[config.mk]
export PLATFORM = sky130hd
export DESIGN_NAME = he_stim_gen_flat
export DESIGN_NICKNAME = d
export VERILOG_FILES = /design/src/rtl/he_stim_pkg.sv /design/src/rtl/he_stim_if.sv /design/src/rtl/he_stim_pattern.sv /design/src/rtl/he_stim_gen.sv /design/src/flat_wrapper.sv
export SDC_FILE = /design/constraint.sdc
export NUM_CORES = 1
export LEC_CHECK = 0
export CAP_MARGIN = 0
export CORE_MARGIN = 1
export CORE_UTILIZATION = 51
export DETAILED_ROUTE_END_ITERATION = 8
export PLACE_DENSITY_LB_ADDON = 0.05
export SETUP_SLACK_MARGIN = 0.02
export SLEW_MARGIN = 20
export SYNTH_ARGS = -nofsm -noshare
export SYNTH_HDL_FRONTEND = slang
export SYNTH_SLANG_ARGS = --single-unit
export TNS_END_PERCENT = 1
[constraint.sdc]
create_clock -name clk -period 2.66 [get_ports clk]
set_clock_uncertainty 0.1 [all_clocks]
set_input_delay 0.399 -clock clk [delete_from_list [all_inputs] [get_ports clk]]
set_output_delay 0.399 -clock clk [all_outputs]
set_load 0.005 [all_outputs]
[src/rtl/he_stim_pkg.sv]
// Shared encodings and defaults for the he_stim_gen stimulus generator.
// The stats build is selected by defining HE_STIM_STATS_EN; see he_stim_gen.sv.
package he_stim_pkg;

   localparam int HE_K_DEFAULT = 4;
   // Taps for x^4+x^3+1, maximal length for a 4-bit left-shifting LFSR.
   localparam logic [HE_K_DEFAULT-1:0] HE_TAPS_DEFAULT = 4'b1100;

   typedef enum logic [1:0] {
      MODE_COUNT = 2'd0,
      MODE_PRBS  = 2'd1,
      MODE_WALK1 = 2'd2,
      MODE_CONST = 2'd3
   } he_mode_e;

   typedef enum logic [1:0] {
      ST_IDLE = 2'd0,
      ST_SEND = 2'd1,
      ST_GAP  = 2'd2,
      ST_DONE = 2'd3
   } he_state_e;

endpackage

[src/rtl/he_stim_if.sv]
// Data channel from the stimulus generator to the encoder.
// A word transfers on a rising edge where dvld and dready are both high; once dvld
// is raised, dout holds steady and dvld stays high until that transfer happens.
interface he_stim_if #(
   parameter int K = he_stim_pkg::HE_K_DEFAULT
);
   logic [K-1:0] dout;
   logic         dvld;
   logic         dready;

   modport master (output dout, output dvld, input dready);
   modport slave  (input dout, input dvld, output dready);
endinterface

[src/rtl/he_stim_pattern.sv]
// Pattern register and next-value logic for COUNT, PRBS, WALK1 and CONST.
// nxt is the value cur takes at the next edge, so the caller can register it directly.
module he_stim_pattern
   import he_stim_pkg::*;
#(
   parameter int            K         = HE_K_DEFAULT,
   parameter logic [K-1:0]  LFSR_TAPS = HE_TAPS_DEFAULT
) (
   input  logic         clk,
   input  logic         rst,
   input  logic         load,
   input  logic         advance,
   input  he_mode_e     mode,
   input  logic [K-1:0] seed,
   output logic [K-1:0] cur,
   output logic [K-1:0] nxt
);

   localparam logic [K-1:0] ONE = {{(K-1){1'b0}}, 1'b1};

   he_mode_e     mode_q;
   logic [K-1:0] first_val;
   logic [K-1:0] step_val;

   always_comb begin
      first_val = seed;
      case (mode)
         // An all-zero LFSR state never leaves zero, so substitute 1.
         MODE_PRBS:  first_val = (seed == '0) ? ONE : seed;
         MODE_WALK1: first_val = ONE;
         default:    first_val = seed;
      endcase
   end

   always_comb begin
      step_val = cur;
      case (mode_q)
         MODE_COUNT: step_val = cur + ONE;
         MODE_PRBS:  step_val = {cur[K-2:0], ^(cur & LFSR_TAPS)};
         MODE_WALK1: step_val = {cur[K-2:0], cur[K-1]};
         default:    step_val = cur;
      endcase
   end

   always_comb begin
      nxt = cur;
      if (load)         nxt = first_val;
      else if (advance) nxt = step_val;
   end

   always_ff @(posedge clk) begin
      if (rst) begin
         cur    <= '0;
         mode_q <= MODE_COUNT;
      end else begin
         cur <= nxt;
         if (load) mode_q <= mode;
      end
   end

endmodule

[src/rtl/he_stim_gen.sv]
// Burst stimulus generator for the Hamming encoder: patterned K-bit words with gaps.
// Defining HE_STIM_STATS_EN adds saturating word_cnt/stall_cnt outputs.
module he_stim_gen
   import he_stim_pkg::*;
#(
   parameter int           K         = HE_K_DEFAULT,
   parameter int           NW_W      = 16,
   parameter int           GAP_W     = 8,
   parameter logic [K-1:0] LFSR_TAPS = HE_TAPS_DEFAULT
) (
   input  logic             clk,
   input  logic             rst,
   input  logic             start,
   input  logic [1:0]       mode,
   input  logic [NW_W-1:0]  num_words,
   input  logic [GAP_W-1:0] gap,
   input  logic [K-1:0]     seed,
   he_stim_if.master        dbus,
   output logic             busy,
   output logic             done,
   output he_state_e        dbg_state
`ifdef HE_STIM_STATS_EN
   ,
   output logic [31:0]      word_cnt,
   output logic [31:0]      stall_cnt
`endif
);

   localparam logic [NW_W-1:0]  NW_ONE  = {{(NW_W-1){1'b0}}, 1'b1};
   localparam logic [GAP_W-1:0] GAP_ONE = {{(GAP_W-1){1'b0}}, 1'b1};

   he_state_e        state_q, state_d;
   logic [NW_W-1:0]  remaining_q, remaining_d;
   logic [GAP_W-1:0] gap_len_q, gap_len_d;
   logic [GAP_W-1:0] gap_cnt_q, gap_cnt_d;
   logic [K-1:0]     dout_d;
   logic             dvld_d, busy_d, done_d;
   logic             load, advance, hs;
   logic [K-1:0]     pat_cur, pat_nxt;

   assign hs        = dbus.dvld & dbus.dready;
   assign dbg_state = state_q;

   he_stim_pattern #(
      .K         (K),
      .LFSR_TAPS (LFSR_TAPS)
   ) u_pattern (
      .clk     (clk),
      .rst     (rst),
      .load    (load),
      .advance (advance),
      .mode    (he_mode_e'(mode)),
      .seed    (seed),
      .cur     (pat_cur),
      .nxt     (pat_nxt)
   );

   // State and registered outputs.
   always_ff @(posedge clk) begin
      if (rst) begin
         state_q     <= ST_IDLE;
         remaining_q <= '0;
         gap_len_q   <= '0;
         gap_cnt_q   <= '0;
         dbus.dout   <= '0;
         dbus.dvld   <= 1'b0;
         busy        <= 1'b0;
         done        <= 1'b0;
      end else begin
         state_q     <= state_d;
         remaining_q <= remaining_d;
         gap_len_q   <= gap_len_d;
         gap_cnt_q   <= gap_cnt_d;
         dbus.dout   <= dout_d;
         dbus.dvld   <= dvld_d;
         busy        <= busy_d;
         done        <= done_d;
      end
   end

   always_comb begin
      state_d     = state_q;
      remaining_d = remaining_q;
      gap_len_d   = gap_len_q;
      gap_cnt_d   = gap_cnt_q;
      load        = 1'b0;
      advance     = 1'b0;
      case (state_q)
         ST_IDLE: begin
            if (start) begin
               load        = 1'b1;
               remaining_d = num_words;
               gap_len_d   = gap;
               state_d     = (num_words == '0) ? ST_DONE : ST_SEND;
            end
         end
         ST_SEND: begin
            // The pattern steps on every transfer, so a stalled word is never skipped.
            if (hs) begin
               advance     = 1'b1;
               remaining_d = remaining_q - NW_ONE;
               if (remaining_q == NW_ONE) begin
                  state_d = ST_DONE;
               end else if (gap_len_q == '0) begin
                  state_d = ST_SEND;
               end else begin
                  state_d   = ST_GAP;
                  gap_cnt_d = gap_len_q;
               end
            end
         end
         ST_GAP: begin
            if (gap_cnt_q == GAP_ONE) state_d = ST_SEND;
            else                      gap_cnt_d = gap_cnt_q - GAP_ONE;
         end
         default: state_d = ST_IDLE;
      endcase
   end

   // Outputs are computed from the next state so they appear registered with it.
   always_comb begin
      dvld_d = (state_d == ST_SEND);
      dout_d = dvld_d ? pat_nxt : '0;
      busy_d = (state_d == ST_SEND) || (state_d == ST_GAP);
      done_d = (state_d == ST_DONE);
   end

`ifdef HE_STIM_STATS_EN
   always_ff @(posedge clk) begin
      if (rst) begin
         word_cnt  <= '0;
         stall_cnt <= '0;
      end else begin
         if (hs && (word_cnt != '1)) word_cnt <= word_cnt + 32'd1;
         if (dbus.dvld && !dbus.dready && (stall_cnt != '1)) stall_cnt <= stall_cnt + 32'd1;
      end
   end
`else
   logic unused_cur;
   assign unused_cur = ^pat_cur;
`endif

endmodule

[src/flat_wrapper.sv]
// flat-port wrapper written by rule: the top's interface ports become plain ports
module he_stim_gen_flat import he_stim_pkg::*;
#(
   parameter int           K         = HE_K_DEFAULT,
   parameter int           NW_W      = 16,
   parameter int           GAP_W     = 8,
   parameter logic [K-1:0] LFSR_TAPS = HE_TAPS_DEFAULT
)
  (clk, rst, start, mode, num_words, gap, seed, busy, done, dbg_state, dbus_dout, dbus_dvld, dbus_dready);
  he_stim_if #(.K(K)) dbus_i ();
  input  logic clk;
  input  logic rst;
  input  logic start;
  input  logic [1:0] mode;
  input  logic [NW_W-1:0] num_words;
  input  logic [GAP_W-1:0] gap;
  input  logic [K-1:0] seed;
  output logic busy;
  output logic done;
  output he_state_e dbg_state;
  output wire logic [$bits(dbus_i.dout)-1:0] dbus_dout;
  output wire logic [$bits(dbus_i.dvld)-1:0] dbus_dvld;
  input wire logic [$bits(dbus_i.dready)-1:0] dbus_dready;
  assign dbus_dout = dbus_i.dout;
  assign dbus_dvld = dbus_i.dvld;
  assign dbus_i.dready = dbus_dready;
  he_stim_gen #(.K(K), .NW_W(NW_W), .GAP_W(GAP_W), .LFSR_TAPS(LFSR_TAPS)) u_core (.clk(clk), .rst(rst), .start(start), .mode(mode), .num_words(num_words), .gap(gap), .seed(seed), .dbus(dbus_i), .busy(busy), .done(done), .dbg_state(dbg_state));
endmodule
==> run_results.csv, run 1 <==
group,metric,value,unit
outcome,status,"finished, final reports clean",
synthesis,synth.yosys.seq_area_share,0.322,
synthesis,yosys.area_share.adder,0.0557,
worst_setup_path,timing.critical_path.buf_inv,0,
route,detail_route.first_pass.iterations,5,
worst_setup_path,critical_path_arrival,2.52,ns
route,drtAntennaViolNets,0,
worst_setup_path,reg2reg_to,"u_core.dbus.dout[2]",
sta,worst_slew_margin_rel,0.622,
sta,number_of_hold_violations_in_the_final_report,0,
synthesis,synth-async-reset-ratio,0,
synthesis,synth_xor_area_frac,0.00300,
sta,timing.final.crit_share,0.897,
sta,rsz0062_at_grt,"no",
route,detail_route.wirelength,7070,um
grt,grt_util_met1,0.341,
clock_network,clock_path_buffers,2,
grt,grt_max_degree,40,
place,hpwl,5130,um
place,place_congestion,0.858,
floorplanning,die_height,77.7,um
route,post_drt_wl_per_cell,14.6,um
floorplanning,start_util,0.531,
floorplanning,core_area,0.00551,sq mm
floorplanning,dieArea,0.00604,sq mm
sta,setup_total_negative_slack,0,ns
final_layout,nets,460,
worst_setup_path,reg2regPathDepth,8,
worst_setup_path,critPathCaptureType,"flop",
floorplanning,die_width,77.7,um
final_layout,drive_gt1_frac,0.0725,
clock_network,cts_max_level,2,
worst_setup_path,critical_path.max_fanout,6,
synthesis,count_of_flip_flops_with_a_built_in_enable_after_synthesis,0,
clock_network,worst_skew_pair.late_latency,0.30,ns
worst_setup_path,critical_path.cell_chain,"or4_1 > nor2_4 > o21ai_1 > a221oi_2 > or2_1 > ha_1 > nand2_1 > nor2_1",
grt,grt_antenna_before_repair,0,
worst_setup_path,cp_slowest_cell,"sky130_fd_sc_hd__or4_1",
final_layout,fin_util,0.635,
clock_network,cts_made_buffers,5,
synthesis,synth.most_common_cell,"sky130_fd_sc_hd__dfxtp_1",
synthesis,syn-instance-count,377,
synthesis,mux_contribution_to_synthesized_area,0.0103,
clock_network,cts_root_buf,"sky130_fd_sc_hd__clkbuf_8",
grt,grt_busiest_layer,"met2",
sta,clock.fmax,419,MHz
place,buffer_ports.inserted,42,
synthesis,syn_nets,424,
clock_network,tritoncts,"done",
grt,gr-usage-met3,0.0376,
final_layout,layout-area-overhead-vs-synth,19.6,%
grt,grt_use_met2,0.404,
synthesis,compound_gate_fraction_of_synth_area,0.268,
sta,tightestPinTransition,0.560,ns
synthesis,yosys.area_share.simple,0.286,
sta,period_minus_slack,2.39,ns
worst_setup_path,critPathCapture,"u_core.dbus.dout[2]",
grt,grtUsageTotal,0.252,
clock_network,cts_hold_repair.buffers,0,
synthesis,synth_warnings,0,
power_and_ir_drop,ir_worst_vdd,287,uV
clock_network,cts_setup_buffers,0,
clock_network,worst_setup_hold_path_clk_slew,0.09,ns
synthesis,synth.cells.most_frequent,"sky130_fd_sc_hd__dfxtp_1, sky130_fd_sc_hd__nand2_1, sky130_fd_sc_hd__a21oi_1",
worst_setup_path,cp-start-kind,"flop",
synthesis,number_of_unique_standard_cell_types_used_by_synthesis,62,
route,route.vias.total,2898,
final_layout,antennaDiodeCount,0,
worst_hold_path,min-delay-path-class,"reg -> reg",
sta,slew_viol_final,0,
route,detail_route.drc_violations,0,
flow_run,count_of_maximum_capacitance_violations,0,
worst_setup_path,crit_path_max_incr_delay,0.73,ns
route,routed_via_density,5.96,
worst_setup_path,worst_ep_required_time,2.79,ns
grt,global_route.overflow_total,0,
worst_setup_path,ff2ff_setup_slack,0.27,ns
synthesis,synth_largest_area_cell,"sky130_fd_sc_hd__dfxtp_1",
synthesis,synth_top_cells_by_area,"sky130_fd_sc_hd__dfxtp_1, sky130_fd_sc_hd__a21oi_1, sky130_fd_sc_hd__nand2_1, sky130_fd_sc_hd__ha_1, sky130_fd_sc_hd__nor2_1",
synthesis,synthDominantCellAreaShare,0.322,
worst_setup_path,worst_reg2reg_path_startpoint,"u_core.gap_cnt_q[2]",
sta,setup_violations,0,
power_and_ir_drop,powerDensity,582,mW/mm^2
floorplanning,floorplan.rows,27,
clock_network,cts-resized-gates,0,
worst_setup_path,path_depth,8,
floorplanning,io_pins,43,
worst_hold_path,hold_depth,2,
final_layout,n_fill_cell,504,
worst_setup_path,critPathTopFamily,"simple AND/OR/NAND/NOR gates",
grt,grt_pass1_vias,2646,
synthesis,syn_area,0.00292,sq mm
worst_setup_path,critPathLaunch,"u_core.gap_cnt_q[2]",
power_and_ir_drop,standby_leakage_power,0.00127,uW
synthesis,yosys_most_used_dff,"sky130_fd_sc_hd__dfxtp_1",
route,drt_iter0_markers,190,
worst_setup_path,crit_type,"reg -> reg",
synthesis,ys_seq_elements,47,
synthesis,synth_top_family_by_area,"simple AND/OR/NAND/NOR gates",
grt,grt_pass1_wl,12300,um
synthesis,synth.avg_cell_area,7.75,sq um
clock_network,cts.sink_count,47,
power by group:
part	total, uW	internal [uW]	switching, uW	leakage (uW)
clock	475	238	237	0.0000515
sequential	860	773	87.7	0.000385
combinational	698	303	395	0.000836
total	2030	1310	720	0.00127
worst register-to-register path, stage by stage, from the launching register on:
cell and delay (ns):
sky130_fd_sc_hd__dfxtp_1 0.37, sky130_fd_sc_hd__or4_1 0.73, sky130_fd_sc_hd__nor2_4 0.18, sky130_fd_sc_hd__o21ai_1 0.08, sky130_fd_sc_hd__a221oi_2 0.35, sky130_fd_sc_hd__or2_1 0.15, sky130_fd_sc_hd__ha_1 0.13, sky130_fd_sc_hd__nand2_1 0.11
sky130_fd_sc_hd__nor2_1 0.13
how the worst min path moves through the flow:
stage | startpoint | endpoint | slack [ns]
finish | u_core.gap_len_q[3] | u_core.gap_len_q[3] | 0.37
global route | u_core.gap_len_q[3] | u_core.gap_len_q[3] | 0.40
CTS | u_core.gap_len_q[3] | u_core.gap_len_q[3] | 0.38
detailed placement | u_core.gap_len_q[3] | u_core.gap_len_q[3] | 0.36
global placement | u_core.gap_len_q[3] | u_core.gap_len_q[3] | 0.36
floorplan | u_core.gap_len_q[6] | u_core.gap_len_q[6] | 0.34
stage by stage:
| step | cell area, sq um | hold slack (ns) | total power [uW] | worst slack, ns | cells |
|---|---|---|---|---|---|
| after global routing | 3500 | 0.396 | 2160 | 0.0823 | 486 |
| after global placement | 3400 | 0.363 | 1560 | 0.202 | 478 |
| final | 3500 | 0.374 | 2030 | 0.275 | 486 |
| after detailed placement | 3400 | 0.365 | 1570 | 0.160 | 478 |
| after CTS | 3500 | 0.376 | 2040 | 0.284 | 486 |
| after floorplan | 2920 | 0.344 | 1350 | 0.555 | 377 |
layer usage:
metal	share of wire	vias up
li1	-	1440
met1	0.48	1339
met2	0.46	107
met3	0.053	12
met4	0.014	0
met5	0	-
layout make-up:
type / count / area [sq um] / share of cell area
Sequential cell: 47 / 941 / 0.269
Multi-Input combinational cell: 292 / 1820 / 0.521
Inverter: 17 / 63.8 / 0.0183
Clock buffer: 8 / 100 / 0.0286
Timing Repair Buffer: 50 / 480 / 0.137
Tap cell: 72 / 90.1 / 0.0258
kinds of logic (layout without fill, tap and decap cells):
family / after synthesis / after routing
DFF: 47 / 47
buffers and inverters: 38 / 75
xor gates and xnor gates: 1 / 1
muxes: 3 / 3
and+or+nand+nor: 159 / 159
adders and majority gates: 13 / 13
AOI/OAI and AO/OA: 116 / 116
placed cells by master, fill, tap and decap left out, drive strengths merged, types with 3 or more instances in the layout:
| cell type | netlist | final |
|---|---|---|
| nand2b | 6 | 6 |
| nand4 | 6 | 6 |
| nand3 | 10 | 10 |
| buf | 6 | 8 |
| nand2 | 45 | 45 |
| clkbuf | 15 | 8 |
| nor4 | 8 | 8 |
| and3 | 3 | 3 |
| nor4b | 3 | 3 |
| o21ai | 21 | 21 |
| o2bb2ai | 4 | 4 |
| a21oi | 43 | 43 |
| inv | 17 | 17 |
| nor2 | 39 | 39 |
| a211oi | 4 | 4 |
| ha | 13 | 13 |
| o31ai | 9 | 9 |
| dfxtp | 47 | 47 |
| o32ai | 4 | 4 |
| mux2i | 3 | 3 |
| a31oi | 3 | 3 |
| nor2b | 9 | 9 |
| o22ai | 4 | 4 |
| clkdlybuf4s50 | 0 | 42 |
| nor3 | 16 | 16 |
| o211ai | 3 | 3 |
| and2 | 4 | 4 |
sequential cells by signal, indices dropped and copies added (netlist names):
signal                   flops
u_core.busy                  1
u_core.gap_cnt_q             8
u_core.done                  1
u_core.dbus.dvld             1
u_core.gap_len_q             8
u_core.dbus.dout             4
u_core.remaining_q          16
u_core.u_pattern.cur         4
u_core.u_pattern.mode_q      2
u_core.dbg_state             2
No activity file was read; power rests on OpenSTA's default activity.
==> inputs of run 2 (changes only) <==
Settings changed: TNS_END_PERCENT 1 to 30.
Clock period 2.66 ns to 2.6 ns, I/O delays scaled along.
==> run_results.csv, run 2 (same netlist as run 1, synthesis figures left out) <==
group,metric,value,unit
sta,setup_total_negative_slack,0,ns
place,hpwl,5240,um
grt,grt_max_degree,32,
power_and_ir_drop,powerDensity,611,mW/mm^2
sta,worst_slew_margin_rel,0.626,
power_and_ir_drop,standby_leakage_power,0.00130,uW
place,detailed_place.area,0.00343,sq mm
floorplanning,io_pins,43,
place,buffer_ports.inserted,42,
grt,grt_antenna_before_repair,0,
floorplanning,die_width,77.7,um
route,detail_route.first_pass.iterations,5,
worst_hold_path,worstHoldStart,"u_core.gap_len_q[5]",
sta,slew_viol_final,0,
outcome,status,"finished, final reports clean",
worst_setup_path,critical_path.cell_chain,"inv_1 > ha_1 > or3b_2 > nor2_4 > o21ai_1 > a221oi_2 > or2_1 > ha_1 > nand2_1 > nor2_1",
route,post_drt_wl_per_cell,14.7,um
grt,global_route.overflow_total,0,
grt,grtUsageTotal,0.249,
worst_setup_path,worst_reg2reg_path_startpoint,"u_core.gap_cnt_q[1]",
grt,grt_pass1_wl,11900,um
worst_setup_path,worst_ep_required_time,2.74,ns
sta,clock.fmax,426,MHz
sta,final.hold.worst_slack,0.384,ns
worst_hold_path,min-delay-path-class,"reg -> reg",
clock_network,clock_path_buffers,2,
worst_setup_path,cp-start-kind,"flop",
clock_network,cts_max_level,2,
final_layout,drive_gt1_frac,0.0837,
floorplanning,floorplan.rows,27,
clock_network,cts_made_buffers,5,
clock_network,worst_setup_hold_path_clk_slew,0.09,ns
floorplanning,core_area,0.00551,sq mm
place,place_congestion,0.882,
worst_setup_path,crit_path_max_incr_delay,0.51,ns
sta,setup_violations,0,
final_layout,largest_registers,"u_core.remaining_q x16, u_core.gap_cnt_q x8, u_core.gap_len_q x8",
final_layout,nets,464,
clock_network,cts.sink_count,47,
route,detail_route.wirelength,7220,um
clock_network,cts_root_buf,"sky130_fd_sc_hd__clkbuf_8",
floorplanning,dieArea,0.00604,sq mm
final_layout,postLayoutCellArea,0.00354,sq mm
sta,rsz0062_at_grt,"no",
final_layout,fin_util,0.643,
place,dp_worst_setup_slack,0.137,ns
route,detail_route.drc_violations,0,
clock_network,tritoncts,"done",
worst_setup_path,critPathLaunch,"u_core.gap_cnt_q[1]",
route,route.vias.total,2886,
sta,period_minus_slack,2.35,ns
sta,tightestPinTransition,0.553,ns
clock_network,cts_hold_repair.buffers,0,
floorplanning,die_height,77.7,um
final_layout,mostFrequentLayoutCell,"sky130_fd_sc_hd__dfxtp_1",
sta,number_of_hold_violations_in_the_final_report,0,
clock_network,cts_setup_buffers,0,
power_and_ir_drop,ir_worst_vdd,362,uV
floorplanning,start_util,0.531,
sta,timing.final.crit_share,0.902,
final_layout,max_flop_register,"u_core.remaining_q",
worst_setup_path,crit_type,"reg -> reg",
flow_run,count_of_maximum_capacitance_violations,0,
final_layout,antennaDiodeCount,0,
worst_setup_path,critPathCaptureType,"flop",
route,routed_via_density,5.89,
final_layout,layout-area-overhead-vs-synth,21.2,%
worst_setup_path,cp_slowest_cell,"sky130_fd_sc_hd__or3b_2",
clock_network,cts-resized-gates,0,
final_layout,largest_register_ffs,16,
grt,grt_pass1_vias,2478,
sta,setup_slack,0.255,ns
worst_setup_path,critical_path_arrival,2.49,ns
worst_setup_path,cp_common_cell,"sky130_fd_sc_hd__ha_1",
route,drt_iter0_markers,178,
final_layout,final_cell_mix,"sky130_fd_sc_hd__dfxtp_1, sky130_fd_sc_hd__nand2_1, sky130_fd_sc_hd__a21oi_1, sky130_fd_sc_hd__clkdlybuf4s50_1, sky130_fd_sc_hd__nor2_1",
worst_setup_path,critical_path.max_fanout,5,
clock_network,worst_skew_pair.late_latency,0.31,ns
route,drtAntennaViolNets,0,
[run 2: per-layer routing]
metal / GRT usage / vias up / routed length (um)
li1: - / 1449 / -
met1: 0.336 / 1340 / 3450
met2: 0.398 / 87 / 3310
met3: 0.0424 / 10 / 365
met4: 0.0887 / 0 / 97
met5: 0 / - / 0
[run 2: worst max-delay path: cells and delay by family, from the launching register on]
kind | cells | cell delay (ns)
buf+inv | 1 | 0.10
fa+ha+maj | 2 | 0.30
compound gates | 2 | 0.44
simple gates | 5 | 1.00
flops | 1 | 0.34
[run 2: cell type report]
cell class              instances  area [sq um]
inverters                      17          63.8
repair buffers                 54           510
flip-flops and latches         47           941
multi-input cells             292          1820
clock inverters                 2          35.0
fillers                       501          1960
clock buffers                   6          82.6
well taps                      72          90.1
[run 2: worst paths after layout]
| path | end | slack, ns | cells past startpoint |
|---|---|---|---|
| hold reg to reg | u_core.gap_len_q[5] | 0.38 | 2 |
| hold / removal | u_core.gap_len_q[5] | 0.38 | 2 |
| setup reg to reg | u_core.dbus.dout[0] | 0.25 | 10 |
| setup / recovery | u_core.dbus.dout[0] | 0.25 | 10 |
[run 2: per-stage QoR]
| step | std cells | power, uW |
|---|---|---|
| after floorplan | 377 | 1390 |
| after global placement | 482 | 1600 |
| after detailed placement | 482 | 1610 |
| after global routing | 490 | 2300 |
| after CTS | 490 | 2170 |
| final | 490 | 2170 |
[run 2: report_power, final]
part           internal (uW)  total (uW)  switching, uW  leakage (uW)
clock                    311         564            252     0.0000612
sequential               790         880           89.9      0.000385
combinational            316         722            406      0.000857
total                   1420        2170            748       0.00130
